File: config.mk
export PLATFORM = sky130hd
export DESIGN_NAME = lfsr32
export DESIGN_NICKNAME = d
export VERILOG_FILES = /design/src/rtl/para_reg_pkg.sv /design/src/rtl/para_reg_checker_lfsr32.sv
export SDC_FILE = /design/constraint.sdc
export NUM_CORES = 1
export LEC_CHECK = 0
export ABC_AREA = 1
export CAP_MARGIN = 20
export CORE_MARGIN = 1.5
export CORE_UTILIZATION = 45
export DETAILED_ROUTE_END_ITERATION = 16
export PLACE_DENSITY_LB_ADDON = 0.12
export SYNTH_ARGS = -nofsm -noshare
export SYNTH_HDL_FRONTEND = slang
export SYNTH_SLANG_ARGS = --single-unit
File: constraint.sdc
create_clock -name clk -period 2.02 [get_ports clk]
set_input_delay 0.202 -clock clk [delete_from_list [all_inputs] [get_ports clk]]
set_output_delay 0.202 -clock clk [all_outputs]
set_load 0.01 [all_outputs]
File: src/rtl/para_reg_pkg.sv
// Shared definitions for the parallel-adder stimulus/response checker:
// FSM state encoding, LFSR polynomial and counter widths.
package para_reg_pkg;

    localparam int W_DEFAULT = 16;
    localparam int ERR_CNT_W = 16;

    // Galois feedback mask applied when the bit shifted out is 1.
    localparam logic [31:0] LFSR_TAPS = 32'h8020_0003;

    typedef enum logic [1:0] {
        IDLE  = 2'd0,
        RUN   = 2'd1,
        DRAIN = 2'd2,
        DONE  = 2'd3
    } state_e;

    // One step of the right-shifting Galois LFSR.
    function automatic logic [31:0] lfsr_next(input logic [31:0] cur);
        logic [31:0] nxt;
        nxt = {1'b0, cur[31:1]};
        if (cur[0]) begin
            nxt = nxt ^ LFSR_TAPS;
        end else begin
            nxt = nxt;
        end
        return nxt;
    endfunction

    // A zero seed would lock the LFSR at zero, so it is replaced by 1.
    function automatic logic [31:0] lfsr_seed_fix(input logic [31:0] seed);
        logic [31:0] res;
        if (seed == 32'h0000_0000) begin
            res = 32'h0000_0001;
        end else begin
            res = seed;
        end
        return res;
    endfunction

endpackage

File: src/rtl/para_reg_checker_lfsr32.sv
// 32-bit Galois LFSR with synchronous load and step enable.
// Load takes priority over enable; a zero seed loads 1.
module lfsr32
    import para_reg_pkg::*;
(
    input  logic        clk,
    input  logic        rst,
    input  logic        load_i,
    input  logic [31:0] seed_i,
    input  logic        en_i,
    output logic [31:0] state_o
);

    logic [31:0] state_q;
    logic [31:0] state_d;

    // Next-state selection: load, step or hold.
    always_comb begin
        state_d = state_q;
        if (load_i) begin
            state_d = lfsr_seed_fix(seed_i);
        end else if (en_i) begin
            state_d = lfsr_next(state_q);
        end else begin
            state_d = state_q;
        end
    end

    // State register; reset value is the non-zero default seed.
    always_ff @(posedge clk) begin
        if (rst) begin
            state_q <= 32'h0000_0001;
        end else begin
            state_q <= state_d;
        end
    end

    assign state_o = state_q;

endmodule

==> flow_metrics.env, run 1 <==
export IMPL_met2_length_microns=1960
export IMPL_grt_max_degree=35
export IMPL_rows=21
export IMPL_dp_cells=319
export IMPL_holdWs_ns=0.441
export IMPL_grt_use_total_pct=21.8
export IMPL_gp_congestion=0.757
export IMPL_yosysMostFrequentCell="o21ai_0"
export IMPL_cp_depth=1
export IMPL_htree_num_levels=2
export IMPL_fin_skew_ns=0.00475
export IMPL_synth_seq_cells=32
export IMPL_yosysWarnings=0
export IMPL_drt_pass1_iterations=4
export IMPL_report_final_slew_viol_count=0
export IMPL_rr_startpoint="state_o[0]"
export IMPL_numClockSinks=32
export IMPL_drive_above_1_share_pct=5.36
export IMPL_synth_edf_count=0
export IMPL_place_area_sq_um=2190
export IMPL_min_period_ns=1.49
export IMPL_ant_nets=0
export IMPL_cp_cell_sequence="clkdlybuf4s50_1"
export IMPL_ir_drop_uv=450
export IMPL_reg2reg_to="state_o[21]"
export IMPL_tns_ns=0
export IMPL_worstSetupStartpoint="state_o[0]"
export IMPL_async_flop_share_pct=0
export IMPL_hold_violations=0
export IMPL_pwr_density_cell_nw_per_um2=620
export IMPL_final_seq_area_sq_um=641
export IMPL_core_area_sq_um=3340
export IMPL_max_freq_mhz=670
export IMPL_power_total_mw=1.39
export IMPL_finalWorstSetupSlack_ns=0.527
export IMPL_seq_power_share_pct=51.2
export IMPL_drt_total_wl_microns=4120
export IMPL_r2r_setup_slack_ns=0.95
export IMPL_crit_type="reg -> out"
export IMPL_vias=1681
export IMPL_synthCells=219
export IMPL_antenna_found_initial=0
export IMPL_slowest_stage="clkdlybuf4s50_1"
export IMPL_die_h_microns=62.2
export IMPL_fin_crit_sh_pct=73.9
export IMPL_area_growth_pct=42.3
export IMPL_clkSlewWorstSetupHoldPaths_ns=0.10
export IMPL_maxSlewHeadroom_pct=67.7
export IMPL_worstPathArrival_ns=1.29
export IMPL_grt_pass1_wl_microns=6870
export IMPL_hpwl_microns=2780
export IMPL_netSwitchingFraction_pct=28.4
export IMPL_path_max_fanout=4
export IMPL_ys_flop_type="dfxtp_1"
export IMPL_hp_start="seed_i[4]"
export IMPL_synth_cell_type_count=19
export IMPL_start_util_pct=47.2
export IMPL_required_ns=1.82
export IMPL_route_met3_wl_microns=360
export IMPL_port_buffers=67
export IMPL_drc=0
export IMPL_final_util_pct=67.2
export IMPL_rsz0062_at_grt="false"
export IMPL_power_internal_uw=994
export IMPL_max_cap_violations=0
export IMPL_root_buffer="clkbuf_4"
export IMPL_grt_pass1_vias=1536
export IMPL_final_setup_viol_count=0
export IMPL_syn_area_per_cell_sq_um=7.19
export IMPL_final_cells=326
export IMPL_postCtsSetupBuffers=0
export IMPL_fin_area_sq_um=2240
export IMPL_cts_tree="done"
export IMPL_max_clock_path_buffers=2
export IMPL_clkLatencyLatePin_ns=0.32
export IMPL_cts_resized_gates=0
export IMPL_outcome="complete, no violations"
export IMPL_netlist_area_sq_um=1580
export IMPL_first_iter_violations=88
export IMPL_synth_top_area_share_pct=40.7
export IMPL_multi_input_area_sq_um=769
export IMPL_nNetsFinal=316
export IMPL_synth_nets=255
export IMPL_cts_hold_buf=0
export IMPL_synth_top_area_cell="dfxtp_1"
export IMPL_routed_top_layer="met4"
export IMPL_rr_worst_depth=6
export IMPL_wl_met1_microns=1780
export IMPL_cp_buffers_inverters=1
export IMPL_worst_setup_path_end_kind="primary output"
export IMPL_start_kind="register"
export IMPL_n_antenna_cell=0
export IMPL_wl_per_cell_microns=12.6
export IMPL_p_leak_nw=0.853
export IMPL_combPwrFrac_pct=24.9
export IMPL_largest_reg_flops=32
export IMPL_drt_vias_per_instance=5.16
export IMPL_die_w_microns=62.2
export IMPL_synth_commonest_cells="o21ai_0, nand2_1, dfxtp_1"
export IMPL_clkPwrFrac_pct=23.9
export IMPL_worst_slew_pin_slew_ns=0.483
export IMPL_slowest_delay_ns=0.56
export IMPL_seq_area_frac_synth_pct=40.7
export IMPL_synth_area_top_cells="dfxtp_1, o21ai_0, nand2_1"
export IMPL_path_delay_family="buffers and inverters"
export IMPL_io_pins=68
export IMPL_cp_endpoint="state_o[0]"
export IMPL_grt_overflow=0
export IMPL_holdCritPathClass="in -> reg"
export IMPL_numCtsBuffers=5
export IMPL_n_fill_cell=322
export IMPL_p_sw_uw=395
export IMPL_dieArea_sq_um=3860
export IMPL_pre_cts_slack_ns=0.290
kinds of logic (layout without fill, tap and decap cells):
family                    count (synthesis)  count (layout)  synth area share, %
and+or+nand+nor                          67              67                 17.2
buffers and inverters                    25              86                 10.5
AOI/OAI and AO/OA                        94              94                 31.1
xor gates and xnor gates                  1               1                0.556
DFF                                      32              32                 40.7
layout make-up:
type | instances | area share, %
clock inverter | 1 | 0.223
clock buffer | 6 | 1.84
multi-input combinational | 162 | 34.3
inverter | 9 | 1.51
sequential | 32 | 28.6
timing repair buffer | 70 | 30.9
tap | 46 | 2.57
power groups by stage:
stage	clock (mW)	sequential (mW)	combinational, mW
after global routing	0.372	0.718	0.379
after global placement	0	0.726	0.342
final	0.332	0.712	0.345
after CTS	0.344	0.712	0.347
after floorplan	0	0.743	0.146
after detailed placement	0	0.725	0.345
cell usage in the layout, fill, tap and decap left out, drive strengths merged:
master,n
a21oi,31
a221oi,2
buf,3
clkbuf,6
clkdlybuf4s50,67
clkinv,1
dfxtp,32
inv,9
nand2,42
nand3,2
nor2,23
o211ai,2
o21ai,59
xnor2,1
worst min path at each step:
stage | to | slack (ns) | cells after the start
floorplan | state_o[22] | 0.28 | 1
global placement | state_o[2] | 0.51 | 2
detailed placement | state_o[21] | 0.51 | 2
CTS | state_o[4] | 0.43 | 3
global route | state_o[4] | 0.44 | 3
finish | state_o[4] | 0.44 | 3
routing by layer:
metal,up-vias,GRT usage (%)
met5,-,0
met4,0,6.67
met3,2,6.34
met2,71,36.1
met1,746,27.5
li1,862,-
No activity file was read; power rests on OpenSTA's default activity.
==> run 2: changes to the inputs <==
CORE_UTILIZATION = 42   (was 45)
clock period = 1.4 ns   (was 2.02 ns; I/O delays follow)
==> run 2 against run 1 <==
Against the previous run:
- die area rose by 6.8%
- global-route usage fell by 1.4 points
- clock skew fell by 0.00060 ns
- sequential share of layout area fell by 2.0 points
- hold slack got worse by 0.0037 ns
- sequential power rose by 45%
- cell count rose by 3.4%
- register-to-register slack got worse by 0.53 ns
- flip-flop and latch count did not move
- critical path depth did not move
==> flow_metrics.env, run 2 (synthesis results as in run 1) <==
export IMPL_power_total_mw=2.23
export IMPL_largest_reg_flops=32
export IMPL_fin_crit_sh_pct=96.7
export IMPL_n_fill_cell=351
export IMPL_hpwl_microns=2900
export IMPL_grt_use_total_pct=20.4
export IMPL_cp_buffers_inverters=1
export IMPL_crit_type="reg -> out"
export IMPL_htree_num_levels=2
export IMPL_final_common_cell="clkdlybuf4s50_1"
export IMPL_pwr_density_cell_nw_per_um2=924
export IMPL_finalWorstSetupSlack_ns=0.0463
export IMPL_numCtsBuffers=5
export IMPL_die_w_microns=64.2
export IMPL_first_iter_violations=119
export IMPL_max_cap_violations=0
export IMPL_port_buffers=67
export IMPL_holdWs_ns=0.438
export IMPL_maxSlewHeadroom_pct=83.3
export IMPL_drc=0
export IMPL_worst_slew_pin_slew_ns=0.250
export IMPL_numClockSinks=32
export IMPL_drt_pass1_iterations=4
export IMPL_start_util_pct=43.4
export IMPL_drive_above_1_share_pct=8.30
export IMPL_layout_common_cells="clkdlybuf4s50_1, o21ai_0, nand2_1"
export IMPL_fin_skew_ns=0.00415
export IMPL_drt_total_wl_microns=4120
export IMPL_worstPathArrival_ns=1.21
export IMPL_clkLatencyLatePin_ns=0.28
export IMPL_area_growth_pct=52.8
export IMPL_core_area_sq_um=3630
export IMPL_min_period_ns=1.35
export IMPL_n_antenna_cell=0
export IMPL_ir_drop_uv=552
export IMPL_grt_pass1_wl_microns=6740
export IMPL_ant_nets=0
export IMPL_cts_tree="done"
export IMPL_wl_per_cell_microns=12.2
export IMPL_max_freq_mhz=739
export IMPL_die_h_microns=64.2
export IMPL_path_delay_family="buffers and inverters"
export IMPL_outcome="complete, no violations"
export IMPL_final_setup_viol_count=0
export IMPL_hold_violations=0
export IMPL_final_util_pct=66.3
export IMPL_worst_setup_path_end_kind="primary output"
export IMPL_grt_overflow=0
export IMPL_slowest_stage="clkdlybuf4s50_1"
export IMPL_start_kind="register"
export IMPL_io_pins=68
export IMPL_slowest_delay_ns=0.56
export IMPL_rows=22
export IMPL_cp_cell_sequence="clkdlybuf4s50_1"
export IMPL_clkSlewWorstSetupHoldPaths_ns=0.06
export IMPL_pre_cts_slack_ns=-0.00709
export IMPL_gp_congestion=0.736
export IMPL_grt_max_degree=30
export IMPL_postCtsSetupBuffers=0
export IMPL_rsz0062_at_grt="false"
export IMPL_path_max_fanout=3
export IMPL_grt_pass1_vias=1497
export IMPL_root_buffer="clkbuf_8"
export IMPL_holdCritPathClass="in -> reg"
export IMPL_drt_vias_per_instance=5.08
export IMPL_cts_hold_buf=0
export IMPL_antenna_found_initial=0
export IMPL_dieArea_sq_um=4130
export IMPL_max_clock_path_buffers=2
export IMPL_p_leak_nw=0.936
export IMPL_required_ns=1.26
export IMPL_vias=1712
export IMPL_nNetsFinal=325
export IMPL_tns_ns=0
export IMPL_report_final_slew_viol_count=0
run 2: changes by cell type in the layout (fill, tap and decap cells not counted), sizes merged:
cell	change
dlymetal6s2s	+1
clkdlybuf4s50	-1
buf	+9
run 2: cell type report:
cell class | count | area [sq um] | area share [%]
Clock inverter | 1 | 5.00 | 0.208
Timing Repair Buffer | 79 | 826 | 34.3
Multi-Input combinational cell | 162 | 769 | 32.0
Sequential cell | 32 | 641 | 26.6
Clock buffer | 6 | 72.6 | 3.01
Inverter | 9 | 33.8 | 1.40
Tap cell | 48 | 60.1 | 2.49
run 2: per-stage QoR:
step,instance area [sq um],std cells
2_1_floorplan,1580,219
3_3_place_gp,2330,330
3_5_place_dp,2330,330
4_1_cts,2400,337
5_1_grt,2410,337
6_report,2410,337
run 2: path summary, 6_finish.rpt:
path	start	slack, ns	cells after the start	endpoint
worst max-delay path	state_o[12]	0.05	1	state_o[12]
worst min-delay path	seed_i[10]	0.44	3	state_o[10]
worst max register to register	state_o[0]	0.42	5	state_o[21]
worst min register to register	state_o[2]	0.52	2	state_o[2]
run 2: routing by layer:
layer | part of all wire (%) | vias to the layer above | global-route usage, %
li1 | - | 881 | -
met1 | 47 | 772 | 26.7
met3 | 7.0 | 2 | 5.11
met2 | 46 | 57 | 32.9
met5 | 0 | - | 0
met4 | 0.58 | 0 | 6.38
run 2: repair_timing:
item | CTS | global route
hold endpoints to repair | 0 | 0
endpoints found under the setup margin | 0 | 1
resized for setup | 0 | 1
run 2: power by group:
part	internal (mW)	switching [mW]	total, mW
Sequential	0.979	0.0482	1.03
Combinational	0.308	0.232	0.540
Clock	0.337	0.320	0.658
Total	1.62	0.601	2.23
==> run 3: changes to the inputs <==
CORE_MARGIN = not set   (was 1.5)
==> run 3 against run 2 <==
Against the previous run:
- clock skew up 0.0029 ns
- combinational power is 1% higher
- cell count up 0.30%
- maximum frequency down 0.66%
- sequential power about the same
- die area fell by 3.1%
- clock power up 48%
- setup slack got worse by 0.0090 ns
- wire length up 5.9%
- critical endpoint is now state_o[3]
- largest power group unchanged
- highest routed layer unchanged
==> flow_metrics.env, run 3 (synthesis results as in run 1) <==
export IMPL_outcome="complete, no violations"
export IMPL_max_clock_path_buffers=2
export IMPL_slowest_delay_ns=0.56
export IMPL_rr_startpoint="state_o[0]"
export IMPL_rsz0062_at_grt="false"
export IMPL_netSwitchingFraction_pct=24.8
export IMPL_nNetsFinal=327
export IMPL_max_freq_mhz=734
export IMPL_cts_tree="done"
export IMPL_n_fill_cell=315
export IMPL_power_total_mw=2.55
export IMPL_maxSlewHeadroom_pct=83.6
export IMPL_grt_busiest_layer="met2"
export IMPL_ant_nets=0
export IMPL_cp_cell_sequence="clkdlybuf4s50_1"
export IMPL_combPwrFrac_pct=21.4
export IMPL_worst_setup_path_end_kind="primary output"
export IMPL_largest_reg_flops=32
export IMPL_hp_start="seed_i[26]"
export IMPL_core_area_sq_um=3470
export IMPL_fin_skew_ns=0.00710
export IMPL_numClockSinks=32
export IMPL_ir_drop_uv=580
export IMPL_root_buffer="clkbuf_8"
export IMPL_path_delay_family="buffers and inverters"
export IMPL_grt_max_degree=30
export IMPL_start_util_pct=45.4
export IMPL_grt_overflow=0
export IMPL_die_w_microns=63.2
export IMPL_drt_pass1_iterations=4
export IMPL_worstPathArrival_ns=1.22
export IMPL_clkSlewWorstSetupHoldPaths_ns=0.07
export IMPL_hold_violations=0
export IMPL_worstSetupStartpoint="state_o[3]"
export IMPL_min_period_ns=1.36
export IMPL_slowest_stage="clkdlybuf4s50_1"
export IMPL_drt_total_wl_microns=4370
export IMPL_use_met3_pct=7.61
export IMPL_hpwl_microns=3090
export IMPL_n_antenna_cell=0
export IMPL_pwr_density_cell_nw_per_um2=1030
export IMPL_io_pins=68
export IMPL_wl_per_cell_microns=12.9
export IMPL_rows=21
export IMPL_gp_congestion=0.821
export IMPL_clkPwrFrac_pct=38.1
export IMPL_worst_slew_pin_slew_ns=0.245
export IMPL_dieArea_sq_um=4000
export IMPL_fin_crit_sh_pct=97.3
export IMPL_power_internal_mw=1.92
export IMPL_vias=1764
export IMPL_grt_util_met1_pct=30.4
export IMPL_final_common_cell="clkdlybuf4s50_1"
export IMPL_postCtsSetupBuffers=0
export IMPL_first_iter_violations=115
export IMPL_met2_usage_pct=38.4
export IMPL_p_leak_nw=1.01
export IMPL_max_cap_violations=0
export IMPL_drt_vias_per_instance=5.22
export IMPL_start_kind="register"
export IMPL_path_max_fanout=3
export IMPL_seq_power_share_pct=40.5
export IMPL_final_setup_viol_count=0
export IMPL_area_growth_pct=57.1
export IMPL_p_sw_uw=633
export IMPL_drive_above_1_share_pct=9.93
export IMPL_numCtsBuffers=5
export IMPL_report_final_slew_viol_count=0
export IMPL_port_buffers=67
export IMPL_htree_num_levels=2
export IMPL_cp_buffers_inverters=1
export IMPL_grt_use_total_pct=23.8
export IMPL_layout_common_cells="clkdlybuf4s50_1, o21ai_0, nand2_1"
export IMPL_die_h_microns=63.2
export IMPL_required_ns=1.26
export IMPL_drc=0
export IMPL_grt_pass1_vias=1695
export IMPL_crit_type="reg -> out"
export IMPL_final_util_pct=71.4
export IMPL_holdCritPathClass="in -> reg"
export IMPL_antenna_found_initial=0
export IMPL_cts_hold_buf=0
export IMPL_clkLatencyLatePin_ns=0.28
export IMPL_grt_pass1_wl_microns=7510
[run 3: through the flow]
| stage | TNS, ns | cells | area (sq um) | hold WS (ns) | setup slack, ns |
|---|---|---|---|---|---|
| after CTS | 0 | 338 | 2470 | 0.423 | 0.0143 |
| after detailed placement | -0.0126 | 330 | 2340 | 0.514 | -0.00783 |
| after floorplan | 0 | 219 | 1580 | 0.219 | 0.429 |
| final | 0 | 338 | 2470 | 0.427 | 0.0374 |
| after global placement | 0 | 330 | 2340 | 0.503 | 0.00685 |
| after global routing | 0 | 338 | 2470 | 0.439 | 0.00172 |
[run 3: layout make-up]
cell class              count  area, sq um  share of cell area (%)
flip-flops and latches     32          642                    25.9
multi-input cells         162          769                    31.1
repair buffers             81          846                    34.2
clock buffers               7         96.3                    3.89
inverters                   9         33.8                    1.37
well taps                  46         57.6                    2.33
clock inverters             1         30.0                    1.21
[run 3: what timing repair did]
action / in CTS / in global routing
endpoints found under the setup margin: 0 / 4
resized for setup: 0 / 4
endpoints found under the hold margin: 0 / 0
[run 3: routing by layer]
metal	part of all wire [%]	routed length, microns
met4	1.1	46
met2	46	2000
met3	6.5	282
met1	47	2030
met5	0	0
[run 3: power groups by stage]
stage                     sequential [mW]  combinational [mW]  clock, mW
after detailed placement             1.05               0.546          0
after floorplan                      1.07               0.211          0
after global placement               1.05               0.542          0
final                                1.03               0.546      0.972
after global routing                 1.04               0.598       1.03
after CTS                            1.03               0.551      0.978
[run 3: path summary, 6_finish.rpt]
path | end | slack (ns) | cells after the start
worst max-delay path | state_o[3] | 0.04 | 1
worst min-delay path | state_o[26] | 0.43 | 3
worst max register to register | state_o[1] | 0.46 | 5
worst min register to register | state_o[0] | 0.52 | 2
